===== src/rtl/prio_arb_pkg.sv =====
// Shared types, mode encodings and sizing helper for prio_arbiter and its encoder.
package prio_arb_pkg;

    typedef enum logic {
        IDLE = 1'b0,
        BUSY = 1'b1
    } state_t;

    localparam logic MODE_FIXED = 1'b0;
    localparam logic MODE_RR    = 1'b1;

    function automatic int clog2_min1(input int n);
        return (n < 2) ? 1 : $clog2(n);
    endfunction

endpackage


===== src/rtl/prio_enc_n.sv =====
// Combinational N-input priority encoder: one-hot, binary index and valid,
// selecting either the lowest or the highest set bit.
module prio_enc_n
    import prio_arb_pkg::*;
#(
    parameter int N         = 4,
    parameter int W         = clog2_min1(N),
    parameter bit LOW_FIRST = 1'b1
) (
    input  logic [N-1:0] i_vec,
    output logic [N-1:0] o_onehot,
    output logic [W-1:0] o_idx,
    output logic         o_vld
);

    // Ascending scan: the last hit wins for highest-first, the first hit sticks for lowest-first.
    always_comb begin
        o_onehot = '0;
        o_idx    = '0;
        o_vld    = 1'b0;
        for (int unsigned i = 0; i < N; i++) begin
            if (i_vec[i] && !(LOW_FIRST && o_vld)) begin
                o_onehot    = '0;
                o_onehot[i] = 1'b1;
                o_idx       = W'(i);
                o_vld       = 1'b1;
            end
        end
    end

endmodule


===== src/rtl/prio_arbiter.sv =====
// Registered N-way arbiter, fixed-priority or round-robin, one-hot grant plus index.
// PRIO_ARB_LOCK_EN: grant is held until ack or abandon; undefined re-arbitrates every cycle.
module prio_arbiter
    import prio_arb_pkg::*;
#(
    parameter int N = 4,
    parameter int W = clog2_min1(N)
) (
    input  logic         clk,
    input  logic         rst,
    input  logic [N-1:0] req,
    input  logic         mode,
    input  logic         ack,
    output logic [N-1:0] gnt,
    output logic [W-1:0] gnt_idx,
    output logic         gnt_vld
);

    state_t         r_state,   w_state_nxt;
    logic [N-1:0]   r_gnt,     w_gnt_nxt;
    logic [W-1:0]   r_gnt_idx, w_gnt_idx_nxt;
    logic           r_gnt_vld, w_gnt_vld_nxt;
    logic [W-1:0]   r_ptr,     w_ptr_nxt;

    logic [W-1:0]   w_ptr_inc;
    logic [W-1:0]   w_ptr_eff;
    logic           w_arb;
    logic [N-1:0]   w_mask;
    logic [N-1:0]   w_req_masked;

    logic [N-1:0]   w_m_oh,  w_u_oh,  w_f_oh,  w_win_oh;
    logic [W-1:0]   w_m_idx, w_u_idx, w_f_idx, w_win_idx;
    logic           w_m_vld, w_u_vld, w_f_vld, w_win_vld;

    assign w_ptr_inc = (r_gnt_idx == W'(N - 1)) ? '0 : r_gnt_idx + W'(1);

`ifdef PRIO_ARB_LOCK_EN
    logic w_release;

    assign w_release = (r_state == BUSY) && (ack || !req[r_gnt_idx]);
    assign w_arb     = (r_state == IDLE) || w_release;
    // Releasing cycle arbitrates with the already-advanced pointer.
    assign w_ptr_eff = w_release ? w_ptr_inc : r_ptr;
`else
    logic w_unused_ack;

    assign w_unused_ack = ack;
    assign w_arb        = 1'b1;
    assign w_ptr_eff    = (r_state == BUSY) ? w_ptr_inc : r_ptr;
`endif

    always_comb begin
        w_mask = '0;
        for (int unsigned i = 0; i < N; i++) begin
            w_mask[i] = (i >= 32'(w_ptr_eff));
        end
    end

    assign w_req_masked = req & w_mask;

    prio_enc_n #(.N(N), .W(W), .LOW_FIRST(1'b1)) u_enc_rr_masked (
        .i_vec    (w_req_masked),
        .o_onehot (w_m_oh),
        .o_idx    (w_m_idx),
        .o_vld    (w_m_vld)
    );

    prio_enc_n #(.N(N), .W(W), .LOW_FIRST(1'b1)) u_enc_rr_wrap (
        .i_vec    (req),
        .o_onehot (w_u_oh),
        .o_idx    (w_u_idx),
        .o_vld    (w_u_vld)
    );

    prio_enc_n #(.N(N), .W(W), .LOW_FIRST(1'b0)) u_enc_fixed (
        .i_vec    (req),
        .o_onehot (w_f_oh),
        .o_idx    (w_f_idx),
        .o_vld    (w_f_vld)
    );

    always_comb begin
        w_win_oh  = w_f_oh;
        w_win_idx = w_f_idx;
        w_win_vld = w_f_vld;
        if (mode == MODE_RR) begin
            if (w_m_vld) begin
                w_win_oh  = w_m_oh;
                w_win_idx = w_m_idx;
                w_win_vld = w_m_vld;
            end else begin
                w_win_oh  = w_u_oh;
                w_win_idx = w_u_idx;
                w_win_vld = w_u_vld;
            end
        end
    end

    always_comb begin
        w_state_nxt   = r_state;
        w_gnt_nxt     = r_gnt;
        w_gnt_idx_nxt = r_gnt_idx;
        w_gnt_vld_nxt = r_gnt_vld;
        w_ptr_nxt     = w_ptr_eff;
        if (w_arb) begin
            w_gnt_nxt     = w_win_oh;
            w_gnt_idx_nxt = w_win_vld ? w_win_idx : '0;
            w_gnt_vld_nxt = w_win_vld;
            w_state_nxt   = w_win_vld ? BUSY : IDLE;
        end
    end

    always_ff @(posedge clk) begin
        if (rst) begin
            r_state   <= IDLE;
            r_gnt     <= '0;
            r_gnt_idx <= '0;
            r_gnt_vld <= 1'b0;
            r_ptr     <= '0;
        end else begin
            r_state   <= w_state_nxt;
            r_gnt     <= w_gnt_nxt;
            r_gnt_idx <= w_gnt_idx_nxt;
            r_gnt_vld <= w_gnt_vld_nxt;
            r_ptr     <= w_ptr_nxt;
        end
    end

    assign gnt     = r_gnt;
    assign gnt_idx = r_gnt_idx;
    assign gnt_vld = r_gnt_vld;

endmodule


===== config.mk =====
export PLATFORM = sky130hd
export DESIGN_NAME = prio_arbiter
export DESIGN_NICKNAME = d
export VERILOG_FILES = /design/src/rtl/prio_arb_pkg.sv /design/src/rtl/prio_enc_n.sv /design/src/rtl/prio_arbiter.sv
export SDC_FILE = /design/constraint.sdc
export NUM_CORES = 1
export LEC_CHECK = 0
export ABC_CLOCK_PERIOD_IN_PS = 1800
export BUFFER_PORTS_ARGS = -buffer_cell sky130_fd_sc_hd__buf_2
export CAP_MARGIN = 20
export CORE_AREA = 2 2 39 41
export DETAILED_ROUTE_END_ITERATION = 16
export DIE_AREA = 0 0 41 43
export PLACE_DENSITY_LB_ADDON = 0.08
export SLEW_MARGIN = 20
export SYNTH_ARGS = -nofsm -noshare
export SYNTH_HDL_FRONTEND = slang
export SYNTH_SLANG_ARGS = --single-unit

===== constraint.sdc =====
create_clock -name clk -period 1.8 [get_ports clk]
set_clock_uncertainty 0.15 [all_clocks]
set_input_delay 0.18 -clock clk [delete_from_list [all_inputs] [get_ports clk]]
set_output_delay 0.18 -clock clk [all_outputs]
set_load 0.05 [all_outputs]

==> flow_metrics.env <==
export IMPL_port_buffers=13
export IMPL_die_y_um=43
export IMPL_path_delay_family="compound AO/OA/AOI/OAI gates"
export IMPL_initial_core_util_pct=37.8
export IMPL_die_area_um2=1760
export IMPL_netlist_instances=61
export IMPL_ys_flop_type="dfxtp_1"
export IMPL_cp_data_required_time_ns=1.82
export IMPL_ys_types=29
export IMPL_cp_slowest_stage_delay_ns=0.42
export IMPL_maxSlewHeadroom_pct=78.8
export IMPL_grt_pass1_vias=465
export IMPL_synth_top_family_by_area="compound AO/OA/AOI/OAI gates"
export IMPL_vias=523
export IMPL_status="complete, no violations"
export IMPL_period_share_pct=95.6
export IMPL_vdd_ir_drop_max_mv=0.410
export IMPL_leakage_uw=0.000280
export IMPL_cts_tree="done"
export IMPL_rsz0062_at_grt="no"
export IMPL_grt_antenna_before_repair=0
export IMPL_drt_wl_total_mm=1.27
export IMPL_yosys_area_share_simple_pct=15.8
export IMPL_grt_first_pass_wirelength_mm=2.01
export IMPL_wire_per_inst_um=13.7
export IMPL_layout_drive_gt1_share_pct=39.0
export IMPL_fmax_mhz=581
export IMPL_synth_fa_ha_area_share_pct=2.39
export IMPL_grt_usage_pct=16.6
export IMPL_synth_seq_cells=9
export IMPL_swShare_pct=35.7
export IMPL_synth_compound_area_share_pct=38.3
export IMPL_syn_nets=70
export IMPL_min_path_type="in -> reg"
export IMPL_drt_pre_antenna_iters=4
export IMPL_cp_cell_sequence="ha_4 -> or3b_4 -> a211oi_1 -> o21ai_1 -> a31oi_1"
export IMPL_clkTransAtPathRegs_ns=0.06
export IMPL_powerDensity_nw_per_um2=854
export IMPL_yosys_warnings=0
export IMPL_drv_slew=0
export IMPL_seq_power_share_pct=39.1
export IMPL_grt_max_degree=10
export IMPL_clock_sinks=9
export IMPL_final_common_cell="buf_2"
export IMPL_detail_route_antenna_nets=0
export IMPL_clock_latency_ns=0.26
export IMPL_nets=87
export IMPL_overflow=0
export IMPL_p_switching_uw=207
export IMPL_drc_errors=0
export IMPL_die_x_um=41
export IMPL_drtIter0Drc=21
export IMPL_muxShareOfSynthArea_pct=4.07
export IMPL_hold_viol=0
export IMPL_tightest_slew_ns=0.317
export IMPL_synth_xor_area_share_pct=0
export IMPL_coreArea_um2=1380
export IMPL_setup_viol=0
export IMPL_cp_arrival_ns=1.74
export IMPL_setup_tns_ns=0
export IMPL_crit_fanout=5
export IMPL_post_cts_buffers=0
export IMPL_netlist_area_um2=523
export IMPL_critPathCaptureType="flop"
export IMPL_rows=14
export IMPL_timing_hold_ws_ns=0.0587
export IMPL_numCtsBuffers=3
export IMPL_htree_num_levels=1
export IMPL_clock_path_buffers=2
export IMPL_synth_seq_area_share_pct=34.4
export IMPL_p_clk_share_pct=26.9
export IMPL_n_antenna_cell=0
export IMPL_cp_num_buf_inv=0
export IMPL_gp_congestion=0.848
export IMPL_syn_avg_cell_area_um2=8.57
export IMPL_io_pin_count=15
export IMPL_intPower_uw=372
export IMPL_nFillCells=133
export IMPL_via_per_inst=5.62
export IMPL_pwr_share_comb_pct=34.0
export IMPL_maxCapViolCount=0
export IMPL_root_buffer="clkbuf_4"
export IMPL_synth_edff_count=0
export IMPL_cp_slowest_cell="or3b_4"
export IMPL_area_growth_pct=29.7
export IMPL_critPathKind="reg -> reg"
export IMPL_ys_async_sr_fraction_pct=0
export IMPL_cp_start_kind="flop"
export IMPL_dp_hpwl_um=935
export IMPL_period_needed_ns=1.72
export IMPL_layout_common_cells="buf_2, dfxtp_1, inv_1, nor2_1, a31oi_1"
==> flip-flops by register name, summed over array words and instances, names as in the netlist <==
name and cells:
gnt 4, r_state 1, gnt_idx 2, r_ptr 2
==> repair_timing <==
item                       CTS  global route
setup endpoints to repair    0             2
hold endpoints to repair     0             0
hold buffers                 0             0
gates resized for setup      0             2
==> Yosys cell counts (all sizes together) (2+ instances only) <==
cell type,number,share of area [%]
dfxtp,9,34
o21ai,6,5.7
a211oi,4,6.7
a31oi,4,4.8
inv,4,2.9
nand2,4,3.3
nor2,4,2.9
a2111oi,3,7.7
a21oi,3,2.9
clkbuf,3,2.2
a21o,2,2.9
nor3b,2,2.9
==> worst paths after layout <==
kind	from	to	slack, ns	depth (start not counted)
max	gnt_idx[0]	gnt_idx[0]	0.08	5
min	req[2]	gnt[3]	0.06	2
max reg2reg	gnt_idx[0]	gnt_idx[0]	0.08	5
min reg2reg	r_ptr[1]	r_ptr[1]	0.52	3
==> per-stage QoR <==
step | utilization, % | area, µm² | cells | setup slack (ns) | power (µW)
floorplan | - | 553 | 61 | 0.0231 | 367
global placement | 46.4 | 642 | 89 | 0.0487 | 420
detailed placement | 46.4 | 642 | 89 | 0.0482 | 420
CTS | 48.3 | 668 | 93 | 0.0318 | 577
global route | 49.0 | 678 | 93 | 0.0128 | 618
finish | 49.0 | 678 | 93 | 0.0794 | 579
==> metal layers <==
metal,up-vias,part of all wire (%),GRT usage (%)
met5,-,0,0
met4,0,0,6.00
li1,264,-,-
met1,238,48,24.3
met2,21,46,22.5
met3,0,5.2,4.71
==> power groups by stage <==
| stage | sequential [µW] | combinational (µW) | clock, µW |
|---|---|---|---|
| floorplan | 271 | 96.3 | 0 |
| global placement | 231 | 190 | 0 |
| detailed placement | 231 | 189 | 0 |
| CTS | 227 | 190 | 160 |
| global route | 230 | 213 | 176 |
| finish | 226 | 197 | 156 |
==> final cells by class <==
cell class / count / area, µm² / area share (%)
inverter: 4 / 15.0 / 2.21
timing repair buffer: 15 / 80.1 / 11.8
sequential: 9 / 189 / 27.9
multi-input combinational: 45 / 348 / 51.3
tap: 16 / 20.0 / 2.95
clock buffer: 4 / 26.3 / 3.87
==> cells by family after synthesis <==
logic type / count (synthesis)
and+or+nand+nor: 15
buffers and inverters: 7
adders and majority gates: 1
AOI/OAI and AO/OA: 27
DFF: 9
muxes: 2
No activity file was read; power rests on OpenSTA's default activity.
